**config.mk**
```make
export PLATFORM = sky130hd
export DESIGN_NAME = fpu_norm_round
export DESIGN_NICKNAME = d
export VERILOG_FILES = /design/src/rtl/fpu_norm_round.sv
export SDC_FILE = /design/constraint.sdc
export NUM_CORES = 1
export LEC_CHECK = 0
export ABC_CLOCK_PERIOD_IN_PS = 5370
export CAP_MARGIN = 15
export CORE_ASPECT_RATIO = 0.6
export CORE_UTILIZATION = 40
export CTS_CLUSTER_SIZE = 8
export DETAILED_ROUTE_END_ITERATION = 8
export PLACE_DENSITY_LB_ADDON = 0.1
export SYNTH_ARGS = -nofsm -noshare
export SYNTH_HDL_FRONTEND = slang
export SYNTH_SLANG_ARGS = --single-unit
```
**constraint.sdc**
```tcl
create_clock -name clk -period 5.37 [get_ports clk]
set_input_delay 1.074 -clock clk [delete_from_list [all_inputs] [get_ports clk]]
set_output_delay 1.074 -clock clk [all_outputs]
set_load 0.1 [all_outputs]
```
**src/rtl/fpu_norm_round.sv**
```systemverilog
// ---------------------------------------------------------------------------
// fpu_norm_round
//   Multicycle normalise / round-to-nearest-even / pack stage that sits after
//   the floating-point mantissa adder. It takes the raw sum (sign, larger
//   biased exponent and an unnormalised mantissa with carry and G/R/S bits).
//   It normalises the sum, rounds it and packs an IEEE-754 word. The start/done
//   handshake is driven by the multicycle controller.
//
//   Build option: FPU_FAST_NORM_EN
//     undefined : the normaliser shifts left one bit per cycle.
//     defined   : a leading-zero count applies the whole left shift in a
//                 single cycle, so start->done latency is always 2.
//     result and flags are bit-identical in both builds.
//
// Ports
//   clk        in   rising-edge clock
//   reset      in   asynchronous active-high reset
//   start      in   capture inputs (honoured only when busy=0)
//   sign_in    in   result sign
//   exp_in     in   biased exponent of the larger operand
//   man_in     in   [MW-1]=carry, [MW-2]=hidden, [MW-3:3]=frac, [2]=G,
//                   [1]=R, [0]=S   (MW = FRAC_W+5)
//   busy       out  high while the FSM is not idle
//   done       out  one-cycle pulse when result/flags update
//   result     out  packed {sign, exponent, fraction}
//   overflow   out  result rounded to +/-inf
//   underflow  out  nonzero result flushed to zero
//   inexact    out  G|R|S nonzero before rounding, or overflow/underflow
// ---------------------------------------------------------------------------
module fpu_norm_round #(
    parameter int EXP_W  = 8,
    parameter int FRAC_W = 23
) (
    input  logic                  clk,
    input  logic                  reset,
    input  logic                  start,
    input  logic                  sign_in,
    input  logic [EXP_W-1:0]      exp_in,
    input  logic [FRAC_W+4:0]     man_in,
    output logic                  busy,
    output logic                  done,
    output logic [EXP_W+FRAC_W:0] result,
    output logic                  overflow,
    output logic                  underflow,
    output logic                  inexact
);

    localparam int MW = FRAC_W + 5;
    localparam int EW = EXP_W + 2;
    localparam int RW = 1 + EXP_W + FRAC_W;

    localparam logic signed [EW-1:0] EXP_ONE = EW'(1);
    localparam logic signed [EW-1:0] EXP_MAX = EW'((1 << EXP_W) - 1);

    typedef enum logic [1:0] {
        S_IDLE  = 2'd0,
        S_NORM  = 2'd1,
        S_ROUND = 2'd2
    } state_t;

    typedef struct packed {
        logic [RW-1:0] res;
        logic          ovf;
        logic          unf;
        logic          inx;
    } round_t;

    // Round-to-nearest-even and packing of a normalised mantissa.
    // The carry bit is always clear by the time ROUND is reached, so only
    // the bits from the hidden bit down are passed in.
    function automatic round_t do_round(
        input logic                 s,
        input logic signed [EW-1:0] e,
        input logic [MW-2:0]        m
    );
        round_t                  r;
        logic                    up;
        logic [FRAC_W+1:0]       sum;
        logic [FRAC_W-1:0]       f;
        logic signed [EW-1:0]    e2;
        r = '0;
        if (m == '0) begin
            r = '0;
        end else if (!m[MW-2] || (e < EXP_ONE)) begin
            r.res = {s, {(RW-1){1'b0}}};
            r.unf = 1'b1;
            r.inx = 1'b1;
        end else begin
            up  = m[2] & (m[1] | m[0] | m[3]);
            // {hidden, frac} plus the round increment; a carry out of the
            // hidden bit means the mantissa became exactly 2.0.
            sum = {1'b0, m[MW-2:3]} + {{(FRAC_W+1){1'b0}}, up};
            if (sum[FRAC_W+1]) begin
                f  = sum[FRAC_W:1];
                e2 = e + EXP_ONE;
            end else begin
                f  = sum[FRAC_W-1:0];
                e2 = e;
            end
            if (e2 >= EXP_MAX) begin
                r.res = {s, {EXP_W{1'b1}}, {FRAC_W{1'b0}}};
                r.ovf = 1'b1;
                r.inx = 1'b1;
            end else begin
                r.res = {s, e2[EXP_W-1:0], f};
                r.inx = m[2] | m[1] | m[0];
            end
        end
        return r;
    endfunction

`ifdef FPU_FAST_NORM_EN
    localparam int LZW = $clog2(MW);

    // Leading zeros counted from the hidden-bit position downwards.
    function automatic logic [LZW-1:0] lzc(input logic [MW-2:0] m);
        logic [LZW-1:0] n;
        logic           found;
        n     = '0;
        found = 1'b0;
        for (int i = MW - 2; i >= 0; i--) begin
            if (!found) begin
                if (m[i]) found = 1'b1;
                else      n = n + 1'b1;
            end
        end
        return n;
    endfunction
`endif

    state_t               state_q, state_d;
    logic                 sign_q, sign_d;
    logic signed [EW-1:0] exp_q, exp_d;
    logic [MW-1:0]        man_q, man_d;
    logic [RW-1:0]        res_q, res_d;
    logic                 ovf_q, ovf_d;
    logic                 unf_q, unf_d;
    logic                 inx_q, inx_d;
    logic                 done_q, done_d;
    round_t               rnd;

`ifdef FPU_FAST_NORM_EN
    logic [LZW-1:0]       lz;
    logic [EW-1:0]        lim;
    logic [EW-1:0]        sh;
`endif

    always_comb begin
        state_d = state_q;
        sign_d  = sign_q;
        exp_d   = exp_q;
        man_d   = man_q;
        res_d   = res_q;
        ovf_d   = ovf_q;
        unf_d   = unf_q;
        inx_d   = inx_q;
        done_d  = 1'b0;
        rnd     = do_round(sign_q, exp_q, man_q[MW-2:0]);
`ifdef FPU_FAST_NORM_EN
        lz  = lzc(man_q[MW-2:0]);
        // Never shift the exponent below 1; leftover zeros become underflow.
        lim = exp_q - EXP_ONE;
        sh  = (EW'(lz) < lim) ? EW'(lz) : lim;
`endif
        case (state_q)
            S_IDLE: begin
                if (start) begin
                    sign_d  = sign_in;
                    exp_d   = signed'({2'b00, exp_in});
                    man_d   = man_in;
                    state_d = S_NORM;
                end
            end
            S_NORM: begin
                if (man_q == '0) begin
                    state_d = S_ROUND;
                end else if (man_q[MW-1]) begin
                    // Right shift by one; the dropped bit is folded into sticky.
                    man_d   = {1'b0, man_q[MW-1:2], man_q[1] | man_q[0]};
                    exp_d   = exp_q + EXP_ONE;
                    state_d = S_ROUND;
                end else if (!man_q[MW-2] && (exp_q > EXP_ONE)) begin
`ifdef FPU_FAST_NORM_EN
                    man_d   = man_q << sh;
                    exp_d   = exp_q - signed'(sh);
                    state_d = S_ROUND;
`else
                    man_d   = {man_q[MW-2:0], 1'b0};
                    exp_d   = exp_q - EXP_ONE;
`endif
                end else begin
                    state_d = S_ROUND;
                end
            end
            S_ROUND: begin
                res_d   = rnd.res;
                ovf_d   = rnd.ovf;
                unf_d   = rnd.unf;
                inx_d   = rnd.inx;
                done_d  = 1'b1;
                state_d = S_IDLE;
            end
            default: begin
                state_d = S_IDLE;
            end
        endcase
    end

    // Control and visible outputs: cleared by reset.
    always_ff @(posedge clk or posedge reset) begin
        if (reset) begin
            state_q <= S_IDLE;
            done_q  <= 1'b0;
            res_q   <= '0;
            ovf_q   <= 1'b0;
            unf_q   <= 1'b0;
            inx_q   <= 1'b0;
        end else begin
            state_q <= state_d;
            done_q  <= done_d;
            res_q   <= res_d;
            ovf_q   <= ovf_d;
            unf_q   <= unf_d;
            inx_q   <= inx_d;
        end
    end

    // Working operand registers: always reloaded on start before use.
    always_ff @(posedge clk) begin
        sign_q <= sign_d;
        exp_q  <= exp_d;
        man_q  <= man_d;
    end

    assign busy      = (state_q != S_IDLE);
    assign done      = done_q;
    assign result    = res_q;
    assign overflow  = ovf_q;
    assign underflow = unf_q;
    assign inexact   = inx_q;

endmodule

```
### Yosys cells after proc, flatten, opt, wreduce, memory -nomap -nowiden

Cells that the tools add are included.

* add/subtract/negate cells: 3
* magnitude comparators: 3
* eq/ne operators: 6
* multiplexer cells: 28
* bitwise gates (word level): 5
* reductions and logical operators: 12

Operators with widths (number)
* 28-bit 2-to-1 mux: 4
* 10-bit 2-to-1 mux: 7
* 31-bit 2-to-1 mux: 2
* 28-bit case mux with 2 select lines: 1
* 35-bit 2-to-1 mux: 1
* 28-bit zero test: 1
* 27-bit zero test: 1
* 24-bit by 1-bit adder with 25-bit output: 1
* 23-bit 2-to-1 mux: 1
* 10-bit case mux with 2 select lines: 1
* 10-bit by 2-bit adder with 10-bit output, second input constant: 1
* 10-bit by 9-bit greater-or-equal comparator with 1-bit output, second input constant: 1
* 10-bit by 2-bit greater-than comparator with 1-bit output, second input constant: 1
* 10-bit by 2-bit < comparator with 1-bit output, second input constant: 1
* 10-bit by 2-bit subtractor with 10-bit output, second input constant: 1
* 2-bit 2-to-1 mux: 4
* 1-bit 2-to-1 mux: 6
* 2-bit inequality test, second input constant: 2
* 4-bit inequality test, second input constant: 1
* 1-bit OR: 4
* 2-bit case mux with 2 select lines: 1
* 2-bit AND reduction: 2
* 4-bit AND reduction: 1
* 2-bit nonzero test: 2
* 9 further kinds: 9

* flip-flop bits (word level): 77
* bits of input ports: 40
* output and inout port bits: 37
* word-level logic and storage cells: 67

### Longest topological paths before layout

* depth in word-level cells: 11
* depth in mapped cells: 11
* gate-level depth less buffers: 9

### Worst setup path after synthesis

Ideal clock, no wire load.

* path kind: register to register
* start point: register exp_q[0]
* end point: register exp_q[0], enable pin
* setup time: 0.400 ns
* arrival time: 2.846 ns
* required time: 4.970 ns
* path slack: 2.124 ns
* cell stages (with the launch flop): 8
* path buffers: 2
* period minus slack after synthesis: 3.246 ns
* cells stage by stage: edfxtp_1 -> buf_2 -> inv_1 -> ha_1 -> or2_2 -> a211oi_2 -> clkbuf_1 -> o31a_1

* word-level cells in the longest chain between the ends: 4

Ends and longest elaborated chain
* start: declaration: RTL line 133 `logic signed [EW-1:0] exp_q, exp_d;`
* start signal: assignment: RTL line 231 `exp_q <= exp_d;`
* 10-bit by 2-bit greater-than comparator with 1-bit output: RTL line 182 `end else if (!man_q[MW-2] && (exp_q > EXP_ONE)) begin`
* 1-bit logical AND: RTL line 182
* 3-bit inequality test (no line)
* 4-bit AND reduction (no line)

Every way passes these cells.
A chain may end at the register's enable or synchronous reset.

### Worst setup path after layout

* start point: register state_q[0]
* end point: output port busy

* word-level cells in the longest chain between the ends: 1

Ends and longest elaborated chain
* start: declaration: RTL line 131 `state_t state_q, state_d;`
* start signal: assignment: RTL line 219 `state_q <= state_d;`
* 2-bit nonzero test: RTL line 235 `assign busy = (state_q != S_IDLE);`
* end: declaration: RTL line 40 `output logic busy,`

Every way passes these cells.

==> out/results.ini <==
[status]
outcome = complete, no violations

[layout]
diodes = 0
layout_common_cells = nand2_1 (118), clkdlybuf4s50_1 (76), nor2_1 (46), o21ai_0 (43), edfxtp_1 (39)
fin_nets = 632
nFillCells = 1113
area_delta_synth_final_pct = 23.31
drive_gt1_frac = 0.08094
final_common_cell = nand2_1
final_cells = 753

[synthesis]
yosysUniqueCellTypes = 51
synth_flop_cell = edfxtp_1
synthAdderAreaFrac = 0.01056
synth-async-reset-ratio = 0.4935
synth_edf_count = 39
netlist_area_sq_mm = 0.004740
synth_xor_area_frac = 0.06811
synth-seq-area-share = 0.4477
synth_top_family_by_area = simple AND/OR/NAND/NOR gates
synthMuxAreaShare = 0.004224
syn_area_per_cell_sq_um = 8.859
ys_seq_elements = 77
yosysWarnings = 0
syn_nets = 579
synth_compound_area_frac = 0.1737
synth-simple-area-share = 0.2458
synthCells = 535

[setup_path]
endpoint_kind = primary output
critPathMaxStageDelay_ns = 1.12
cp_top_family = buffers and inverters
required_ns = 4.30
critPathBufInv = 2
r2r_end = result[2]
path_class = flip-flop to primary output
ff2ff_setup_slack_ns = 2.36
start_kind = flip-flop
arrival_ns = 1.95
reg2reg_depth = 9
reg2reg_from = man_q[2]
crit_path_cell_trace = nor2_1, inv_1, clkdlybuf4s50_1
crit_path_top_delay_cell = clkdlybuf4s50_1
worst-path-max-fanout = 3

[placement]
portBuffers = 76
gp_congestion = 0.8896
hpwl_microns = 9130
dp_cells = 737

[sta]
period_needed_ns = 3.020
rsz0062_at_grt = no
tightestPinTransition_ns = 0.9828
setup_violations = 0
slew_headroom = 0.3427
finalMaxSlewViolations = 0
clock.fmax_mhz = 331.1
skew_ns = 0.005336
finalCritPeriodShare = 0.5625
timing.final.hold_violations = 0
finalSetupTns_ns = 0

[global_route]
gr-total-overflow = 0
grt_pass1_wl_microns = 20220
antenna_found_initial = 0
grt_pass1_vias = 3655
grt_max_degree = 78
track_usage = 0.2160

[clock_network]
cts_hold_buf = 0
cts_buffers = 9
cts_resized = 0
cts_setup_buffers = 0
clock_latency_ns = 0.34
cts_root_buffer = clkbuf_16
clkTransAtPathRegs_ns = 0.06
htree_num_levels = 3
cts_buffer_depth = 2
cts_tree = done
cts_sinks = 77

[floorplan]
die_w_microns = 142.5
core-area_sq_mm = 0.01141
num_io_pins = 77
start_util = 0.4154
die_area_sq_mm = 0.01230
row_count = 30
die_h_microns = 86.32

[routing]
via_per_inst = 5.316
drc = 0
wl_microns = 12430
num_vias = 4003
first_pass_iters = 5
first_iter_violations = 283
drtAntennaViolNets = 0
wl_per_cell_microns = 16.50

[power_and_ir_drop]
p_total_mw = 4.068
peakVddDrop_mv = 0.2450
leakagePower_nw = 2.317
p_per_area_mw_per_mm2 = 696.1

[min_path]
hold_path.class = flip-flop to flip-flop
min_to = result[3]
hold_path_depth = 2
hp-start = result[3]

[flow_run]
cap_violations = 0

## cells in the mapped netlist, types with 5 or more instances
cell | instances | area, sq um
a22o_1 | 10 | 87.58
a32o_1 | 5 | 50.05
nand4_1 | 6 | 37.54
xor2_1 | 25 | 219.0
clkbuf_1 | 19 | 71.32
buf_2 | 12 | 60.06
nand3_1 | 15 | 75.07
xnor2_1 | 10 | 87.58
edfxtp_1 | 39 | 1171
nand2_1 | 118 | 442.9
and3_1 | 8 | 50.05
inv_1 | 10 | 37.54
o21ai_0 | 43 | 215.2
nor3_1 | 8 | 40.04
a21oi_1 | 37 | 185.2
o21ai_2 | 10 | 87.58
o211ai_1 | 8 | 60.06
nor4_1 | 8 | 50.05
and4_1 | 6 | 52.55
nor2_1 | 46 | 172.7
dfrtp_1 | 38 | 950.9
## area by class of cell
| type | instances | area (sq um) | area share |
|---|---|---|---|
| Inverter | 10 | 37.54 | 0.006423 |
| Clock buffer | 12 | 267.8 | 0.04581 |
| Sequential cell | 77 | 2122 | 0.3631 |
| Tap cell | 160 | 200.2 | 0.03425 |
| Timing Repair Buffer | 82 | 805.8 | 0.1379 |
| Clock inverter | 4 | 27.53 | 0.004710 |
| Multi-Input combinational cell | 408 | 2384 | 0.4078 |
## metal layers
layer,vias to the layer above,global-route usage,part of all wire
li1,1990,-,-
met1,1863,0.3579,0.56
met2,142,0.2589,0.35
met3,8,0.06188,0.079
met4,0,0.05181,0.0070
met5,-,0,0
## power by group
| part | total [mW] | switching (mW) | internal [mW] | leakage (nW) |
|---|---|---|---|---|
| Sequential | 1.40 | 0.423 | 0.978 | 0.888 |
| Clock | 0.598 | 0.243 | 0.355 | 0.145 |
| Combinational | 2.07 | 1.48 | 0.589 | 1.28 |
## worst max-delay path by stage
stage	start	endpoint	slack [ns]	cells past startpoint
CTS	state_q[0]	busy	2.33	3
global placement	man_q[2]	result[8]	2.48	9
global route	man_q[2]	result[8]	2.06	9
finish	state_q[0]	busy	2.35	3
detailed placement	man_q[2]	result[2]	2.37	9
floorplan	exp_q[0]	exp_q[0]	2.12	7
## cell families (layout without fill, tap and decap cells)
group | count (synthesis) | in the layout
AO/OA/AOI/OAI | 127 | 127
buffers and inverters | 50 | 108
XOR/XNOR | 36 | 36
AND/OR/NAND/NOR | 239 | 239
adder cells (fa/ha/maj) | 4 | 4
multiplexers | 2 | 2
flip-flops | 77 | 77
## state kept, by name, summed over array words and instances (netlist names)
register and flops:
inexact 1, done 1, result 32, underflow 1, exp_q 10, state_q 2, sign_q 1, overflow 1
man_q 28
## worst register-to-register path, cell delays in order (launching register included)
cell and delay [ns]:
edfxtp_1 0.45, and2_1 0.18, ha_1 0.24, nand4_2 0.19
nor3_4 0.45, nand4_1 0.21, xnor2_2 0.22, nor3_2 0.10
nor3_2 0.63, a32o_1 0.27
## per-stage QoR
stage,hold slack (ns),worst slack [ns],cell area [sq um],utilization
2_1_floorplan,0.4429,2.124,4740,-
3_3_place_gp,0.4496,2.480,5549,0.4863
3_5_place_dp,0.4671,2.371,5549,0.4863
4_1_cts,0.4801,2.328,5844,0.5122
5_1_grt,0.4960,2.055,5844,0.5122
6_report,0.4757,2.350,5844,0.5122
(Power assumes the default switching activity.)
